<file path="config.mk">
export PLATFORM = sky130hd
export DESIGN_NAME = uart_rx_deframer_flat
export DESIGN_NICKNAME = d
export VERILOG_FILES = /design/src/rtl/uart_pkg.sv /design/src/rtl/uart_rx_deframer_if.sv /design/src/rtl/uart_sync2.sv /design/src/rtl/uart_rx_deframer.sv /design/src/flat_wrapper.sv
export SDC_FILE = /design/constraint.sdc
export NUM_CORES = 1
export LEC_CHECK = 0
export BUFFER_PORTS_ARGS = -buffer_cell sky130_fd_sc_hd__clkbuf_2
export CAP_MARGIN = 20
export CORE_ASPECT_RATIO = 0.6
export CORE_MARGIN = 2
export CORE_UTILIZATION = 56
export CTS_BUF_LIST = sky130_fd_sc_hd__clkbuf_4 sky130_fd_sc_hd__clkbuf_8
export CTS_CLUSTER_SIZE = 20
export DETAILED_ROUTE_END_ITERATION = 7
export GPL_ROUTABILITY_DRIVEN = 0
export GPL_TIMING_DRIVEN = 0
export PLACE_DENSITY = 0.87
export SYNTH_ARGS = -nofsm -noshare
export SYNTH_HDL_FRONTEND = slang
export SYNTH_SLANG_ARGS = --single-unit
</file>
<file path="constraint.sdc">
create_clock -name clk -period 1.9 [get_ports clk]
set_input_delay 0 -clock clk [delete_from_list [all_inputs] [get_ports clk]]
set_output_delay 0 -clock clk [all_outputs]
set_load 0.005 [all_outputs]
</file>
<file path="src/rtl/uart_pkg.sv">
// Shared definitions for the UART receive path: FSM states, frame geometry and line idle level.
// The PARITY state is only reached when the design is built with UART_RX_PARITY_EN.
package uart_pkg;

    typedef enum logic [2:0] {
        IDLE,
        START,
        DATA,
        PARITY,
        STOP,
        BREAK
    } rx_state_t;

    localparam int   DEFAULT_CLKS_PER_BIT = 1085;
    localparam int   DATA_BITS            = 8;
    localparam logic LINE_IDLE            = 1'b1;

endpackage

</file>
<file path="src/rtl/uart_rx_deframer_if.sv">
// Receive-side signal bundle between the serial line owner (master) and the deframer (slave).
// parity_err exists only when UART_RX_PARITY_EN is defined.
interface uart_rx_deframer_if;
    import uart_pkg::*;

    logic                 Rx_ena;
    logic                 Rx_in;
    logic [DATA_BITS-1:0] Rx_out;
    logic                 Rx_valid;
    logic                 Rx_busy;
    logic                 frame_err;
`ifdef UART_RX_PARITY_EN
    logic                 parity_err;

    modport master (output Rx_ena, Rx_in,
                    input  Rx_out, Rx_valid, Rx_busy, frame_err, parity_err);
    modport slave  (input  Rx_ena, Rx_in,
                    output Rx_out, Rx_valid, Rx_busy, frame_err, parity_err);
`else
    modport master (output Rx_ena, Rx_in,
                    input  Rx_out, Rx_valid, Rx_busy, frame_err);
    modport slave  (input  Rx_ena, Rx_in,
                    output Rx_out, Rx_valid, Rx_busy, frame_err);
`endif

endinterface

</file>
<file path="src/rtl/uart_sync2.sv">
// Two-flop synchronizer for an asynchronous single-bit input; both flops reset to RESET_VAL.
module uart_sync2 #(
    parameter logic RESET_VAL = 1'b1
) (
    input  logic clk,
    input  logic rst,
    input  logic d,
    output logic q
);

    logic meta;

    always_ff @(posedge clk or negedge rst) begin
        if (!rst) begin
            meta <= RESET_VAL;
            q    <= RESET_VAL;
        end else begin
            meta <= d;
            q    <= meta;
        end
    end

endmodule

</file>
<file path="src/rtl/uart_rx_deframer.sv">
// UART receiver: 8N1 mid-bit sampling deframer with framing-error detection and break hold-off.
// Define UART_RX_PARITY_EN to add an even-parity bit between data and stop, reported on parity_err.
module uart_rx_deframer
    import uart_pkg::*;
#(
    parameter int CLKS_PER_BIT = DEFAULT_CLKS_PER_BIT
) (
    input logic              clk,
    input logic              rst,
    uart_rx_deframer_if.slave rx
);

    localparam logic [15:0] LAST_CNT = 16'(CLKS_PER_BIT - 1);
    localparam logic [15:0] HALF_CNT = 16'(CLKS_PER_BIT / 2);
    localparam logic [2:0]  LAST_BIT = 3'(DATA_BITS - 1);

    rx_state_t            state, state_next;
    logic [15:0]          cnt, cnt_next;
    logic [2:0]           bit_idx, bit_idx_next;
    logic [DATA_BITS-1:0] shift, shift_next;
    logic [DATA_BITS-1:0] out_reg, out_next;
    logic                 valid_reg, valid_next;
    logic                 ferr_reg, ferr_next;
    logic                 line;
`ifdef UART_RX_PARITY_EN
    logic                 par_bad, par_bad_next;
    logic                 perr_reg, perr_next;
`endif

    uart_sync2 #(.RESET_VAL(LINE_IDLE)) u_sync (
        .clk (clk),
        .rst (rst),
        .d   (rx.Rx_in),
        .q   (line)
    );

    always_ff @(posedge clk or negedge rst) begin
        if (!rst) begin
            state     <= IDLE;
            cnt       <= '0;
            bit_idx   <= '0;
            shift     <= '0;
            out_reg   <= '0;
            valid_reg <= 1'b0;
            ferr_reg  <= 1'b0;
`ifdef UART_RX_PARITY_EN
            par_bad   <= 1'b0;
            perr_reg  <= 1'b0;
`endif
        end else begin
            state     <= state_next;
            cnt       <= cnt_next;
            bit_idx   <= bit_idx_next;
            shift     <= shift_next;
            out_reg   <= out_next;
            valid_reg <= valid_next;
            ferr_reg  <= ferr_next;
`ifdef UART_RX_PARITY_EN
            par_bad   <= par_bad_next;
            perr_reg  <= perr_next;
`endif
        end
    end

    always_comb begin
        state_next   = state;
        cnt_next     = cnt;
        bit_idx_next = bit_idx;
        shift_next   = shift;
        out_next     = out_reg;
        valid_next   = 1'b0;
        ferr_next    = 1'b0;
`ifdef UART_RX_PARITY_EN
        par_bad_next = par_bad;
        perr_next    = 1'b0;
`endif

        // Dropping the enable abandons any partial frame without reporting it.
        if (!rx.Rx_ena) begin
            state_next   = IDLE;
            cnt_next     = '0;
            bit_idx_next = '0;
        end else begin
            unique case (state)
                IDLE: begin
                    if (line != LINE_IDLE) begin
                        state_next = START;
                        cnt_next   = '0;
                    end
                end
                START: begin
                    if (cnt == HALF_CNT) begin
                        cnt_next     = '0;
                        bit_idx_next = '0;
                        state_next   = (line == LINE_IDLE) ? IDLE : DATA;
                    end else begin
                        cnt_next = cnt + 16'd1;
                    end
                end
                DATA: begin
                    if (cnt == LAST_CNT) begin
                        cnt_next            = '0;
                        shift_next[bit_idx] = line;
                        if (bit_idx == LAST_BIT) begin
`ifdef UART_RX_PARITY_EN
                            state_next = PARITY;
`else
                            state_next = STOP;
`endif
                        end else begin
                            bit_idx_next = bit_idx + 3'd1;
                        end
                    end else begin
                        cnt_next = cnt + 16'd1;
                    end
                end
`ifdef UART_RX_PARITY_EN
                PARITY: begin
                    if (cnt == LAST_CNT) begin
                        cnt_next     = '0;
                        par_bad_next = (^shift) ^ line;
                        state_next   = STOP;
                    end else begin
                        cnt_next = cnt + 16'd1;
                    end
                end
`endif
                STOP: begin
                    if (cnt == LAST_CNT) begin
                        cnt_next = '0;
                        if (line == LINE_IDLE) begin
                            out_next   = shift;
                            valid_next = 1'b1;
`ifdef UART_RX_PARITY_EN
                            perr_next  = par_bad;
`endif
                            state_next = IDLE;
                        end else begin
                            ferr_next  = 1'b1;
                            state_next = BREAK;
                        end
                    end else begin
                        cnt_next = cnt + 16'd1;
                    end
                end
                // A line held low after a bad stop must not look like a fresh start bit.
                BREAK: begin
                    if (line == LINE_IDLE) begin
                        state_next = IDLE;
                    end
                end
                default: begin
                    state_next = IDLE;
                end
            endcase
        end
    end

    assign rx.Rx_out    = out_reg;
    assign rx.Rx_valid  = valid_reg;
    assign rx.Rx_busy   = (state != IDLE);
    assign rx.frame_err = ferr_reg;
`ifdef UART_RX_PARITY_EN
    assign rx.parity_err = perr_reg;
`endif

endmodule
</file>
<file path="src/flat_wrapper.sv">
// flat-port wrapper written by rule: the top's interface ports become plain ports
module uart_rx_deframer_flat import uart_pkg::*;
#(
    parameter int CLKS_PER_BIT = DEFAULT_CLKS_PER_BIT
)
  (clk, rst, rx_Rx_ena, rx_Rx_in, rx_Rx_out, rx_Rx_valid, rx_Rx_busy, rx_frame_err);
  uart_rx_deframer_if rx_i ();
  input logic clk;
  input logic rst;
  input wire logic [$bits(rx_i.Rx_ena)-1:0] rx_Rx_ena;
  input wire logic [$bits(rx_i.Rx_in)-1:0] rx_Rx_in;
  output wire logic [$bits(rx_i.Rx_out)-1:0] rx_Rx_out;
  output wire logic [$bits(rx_i.Rx_valid)-1:0] rx_Rx_valid;
  output wire logic [$bits(rx_i.Rx_busy)-1:0] rx_Rx_busy;
  output wire logic [$bits(rx_i.frame_err)-1:0] rx_frame_err;
  assign rx_i.Rx_ena = rx_Rx_ena;
  assign rx_i.Rx_in = rx_Rx_in;
  assign rx_Rx_out = rx_i.Rx_out;
  assign rx_Rx_valid = rx_i.Rx_valid;
  assign rx_Rx_busy = rx_i.Rx_busy;
  assign rx_frame_err = rx_i.frame_err;
  uart_rx_deframer #(.CLKS_PER_BIT(CLKS_PER_BIT)) u_core (.clk(clk), .rst(rst), .rx(rx_i));
endmodule
</file>
==> impl_metrics.yaml <==
yosys:
  synth_cell_types: 51
  synthTopCellsByArea: "dfrtp_1, mux2_2, nand2_1, ha_1, a21oi_1"
  avgSynthCellArea_um2: 10.45
  ys_top_cells_by_count: "dfrtp_1, nand2_1, mux2_2"
  synthMostInstantiatedCell: "dfrtp_1"
  yosysWarnings: 0
  synth_top_area_share_pct: 44.57
  async_reset_ff_share_pct: 100.0
  seq_area_frac_synth_pct: 46.91
  syn_area_um2: 2246
  dominantRegCellSynth: "dfrtp_1"
  synth_fp_nets: 224
  synth_top_area_cell: "dfrtp_1"
  ys_seq_elements: 42
  syn_inst: 215
  synth_edf_count: 0
critical_path:
  path_class: "flip-flop to flip-flop"
  cp.arrival_ps: 2420
  worstSetupEndpointType: "flip-flop"
  reg2reg_slack_ps: -310
  cp-start-kind: "flip-flop"
  r2r-end: "u_core.cnt[12]"
  cp_max_fo: 5
  worstPathRequired_ps: 2110
  rr_worst_depth: 7
  r2r-start: "u_core.cnt[0]"
timing:
  max_freq_ghz: 0.4524
  hold_slack_ps: 95.20
  layout_setup_ws_ps: -310.7
  tightest_slew_ps: 649.9
  slew_headroom_pct: 56.67
  finalCritPeriodShare_pct: 116.4
  fin_crit_ps: 2211
  finalSetupViolations: 38
  slew_violations: 0
  fin_skew_ps: 7.337
  rsz0062_at_grt: "yes"
  hold_violations: 0
clock_tree:
  clk_pin_slew_worst_paths_ps: 90
  ctsLongestPathBuffers: 2
  htreeDepth: 2
  cts_tree: "built"
  cts_buffers: 5
  clock-root-buffer: "clkbuf_8"
  cts_sinks: 42
  clock_latency_ps: 310
power:
  leakage_uw: 0.001321
  power_density_nw_per_um2: 840.0
  ir_drop_uv: 626.3
  total_power_uw: 2507
outcome:
  outcome: "complete, but fails checks"
  violations: "setup timing"
global_route:
  grt_max_degree: 43
  antenna_found_initial: 0
  grt_remaining_overflow: 0
  grt_pass1_vias: 1899
  grt_pass1_wl_mm: 9.936
  grt_use_total_pct: 29.88
floorplan:
  die_w_um: 85.76
  core_area_um2: 3765
  dieArea_um2: 4550
  io_pins: 15
  initial_core_util_pct: 59.65
  std_cell_rows: 17
  die_h_um: 53.06
detailed_routing:
  routedWlPerCell_um: 25.58
  final_antenna_net_count: 0
  top_layer_used: "met4"
  finalWirelength_mm: 7.931
  wl_met2_mm: 3.368
  wl_met1_mm: 2.915
  drtPass1Iterations: 7
  drt-initial-drc-count: 497
  vias_per_cell: 7.339
  route.met3.wl_mm: 1.190
  vias: 2275
  route.detailed.drc: 0
layout:
  layout-drive-gt1-share_pct: 39.54
  fillers: 194
  fin_nets: 271
  antenna_cells: 0
  area_growth_pct: 32.87
  final_util_pct: 79.26
worst_hold_path:
  hold_path_depth: 3
  min-delay-start: "rx_Rx_ena"
  min_to: "u_core.state[2]"
  hold_path_class: "primary input to flip-flop"
placement:
  place_ws_ps: -307.7
  numPortBuffers: 14
  hpwlAfterDp_mm: 3.593
flow_run:
  max_cap_viol_count: 0
metrics by stage:
step / setup TNS, ps / std cells / area (µm²)
after detailed placement: -5587 / 276 / 2381
after floorplan: 0 / 215 / 2252
after global routing: -6187 / 310 / 2984
after CTS: -734.9 / 298 / 2738
final: -4638 / 310 / 2984
after global placement: -4170 / 276 / 2381
registers in the layout, indices dropped and copies added, names as in the netlist:
register,count
u_core.bit_idx,3
u_core.cnt,16
u_core.rx.Rx_out,8
u_core.rx.Rx_valid,1
u_core.rx.frame_err,1
u_core.shift,8
u_core.state,3
u_core.u_sync.meta,1
u_core.u_sync.q,1
timing repair:
| item | CTS | global route |
|---|---|---|
| gates cloned | 1 | 1 |
| setup buffers | 12 | 11 |
| pin swaps | 6 | 5 |
| resized for setup | 27 | 39 |
| hold buffers | 2 | 0 |
| endpoints found under the hold margin | 41 | 0 |
| setup endpoints to repair | 38 | 38 |
logic make-up after synthesis:
logic type                 count (synthesis)  synth area share [%]
DFF                                       42                 46.91
muxes                                     19                 9.359
AOI/OAI and AO/OA                         42                 13.15
adders and majority gates                  5                 2.786
and+or+nand+nor                           86                 23.06
buffers and inverters                     19                 3.956
xor gates and xnor gates                   2                0.7801
worst max path at each step:
stage                        from         endpoint  slack [ps]
floorplan           u_core.cnt[0]  u_core.shift[1]          10
global placement    u_core.cnt[0]    u_core.cnt[6]        -280
detailed placement  u_core.cnt[0]    u_core.cnt[2]        -310
CTS                 u_core.cnt[0]    u_core.cnt[8]         -60
global route        u_core.cnt[0]   u_core.cnt[12]        -360
finish              u_core.cnt[0]   u_core.cnt[12]        -310
cell type report:
class,count,area (µm²),share of cell area (%)
multi-input cells,154,1323,44.32
flip-flops and latches,42,1061,35.56
repair buffers,42,321.6,10.78
clock buffers,5,68.82,2.306
clock inverters,3,68.82,2.306
well taps,47,58.81,1.971
plain buffers,9,52.55,1.761
inverters,8,30.03,1.006
layer usage:
layer	up-vias	track usage, %
li1	886	-
met5	-	0
met2	250	43.23
met4	0	14.02
met3	65	7.644
met1	1074	42.13
layout by cell type (no fill, tap or decap), drive strengths merged, types with 2 or more instances in the layout:
cell / netlist / layout
dlygate4sd3: 0 / 2
dfstp: 2 / 2
a21oi: 11 / 11
bufinv: 0 / 2
inv: 8 / 8
nor2: 8 / 8
mux2: 16 / 16
a22o: 2 / 2
nand3: 11 / 11
nor2b: 4 / 4
nand2: 19 / 19
nor4: 3 / 3
and2: 2 / 2
mux2i: 3 / 3
o21ai: 10 / 10
buf: 4 / 29
nor4bb: 2 / 2
and3: 8 / 8
a31oi: 6 / 6
ha: 5 / 5
or3: 2 / 2
nand4: 5 / 5
nand3b: 3 / 3
dfrtp: 40 / 40
nand2b: 2 / 2
o21bai: 3 / 3
nor3: 8 / 8
a211oi: 2 / 2
clkbuf: 7 / 25
nor3b: 3 / 3
where the power goes:
| part | internal [µW] | switching [µW] |
|---|---|---|
| registers | 924 | 44.6 |
| clock network | 527 | 351 |
| logic | 266 | 394 |
| total | 1720 | 790 |
critical path: stages, from the launching register on:
cell      delay [ps]
dfrtp_1          400
buf_4            160
ha_1             210
nand3_1          260
nor3_4           410
nand3_1          180
nor3_1           260
o21bai_1         220
No activity file was read; power rests on OpenSTA's default activity.
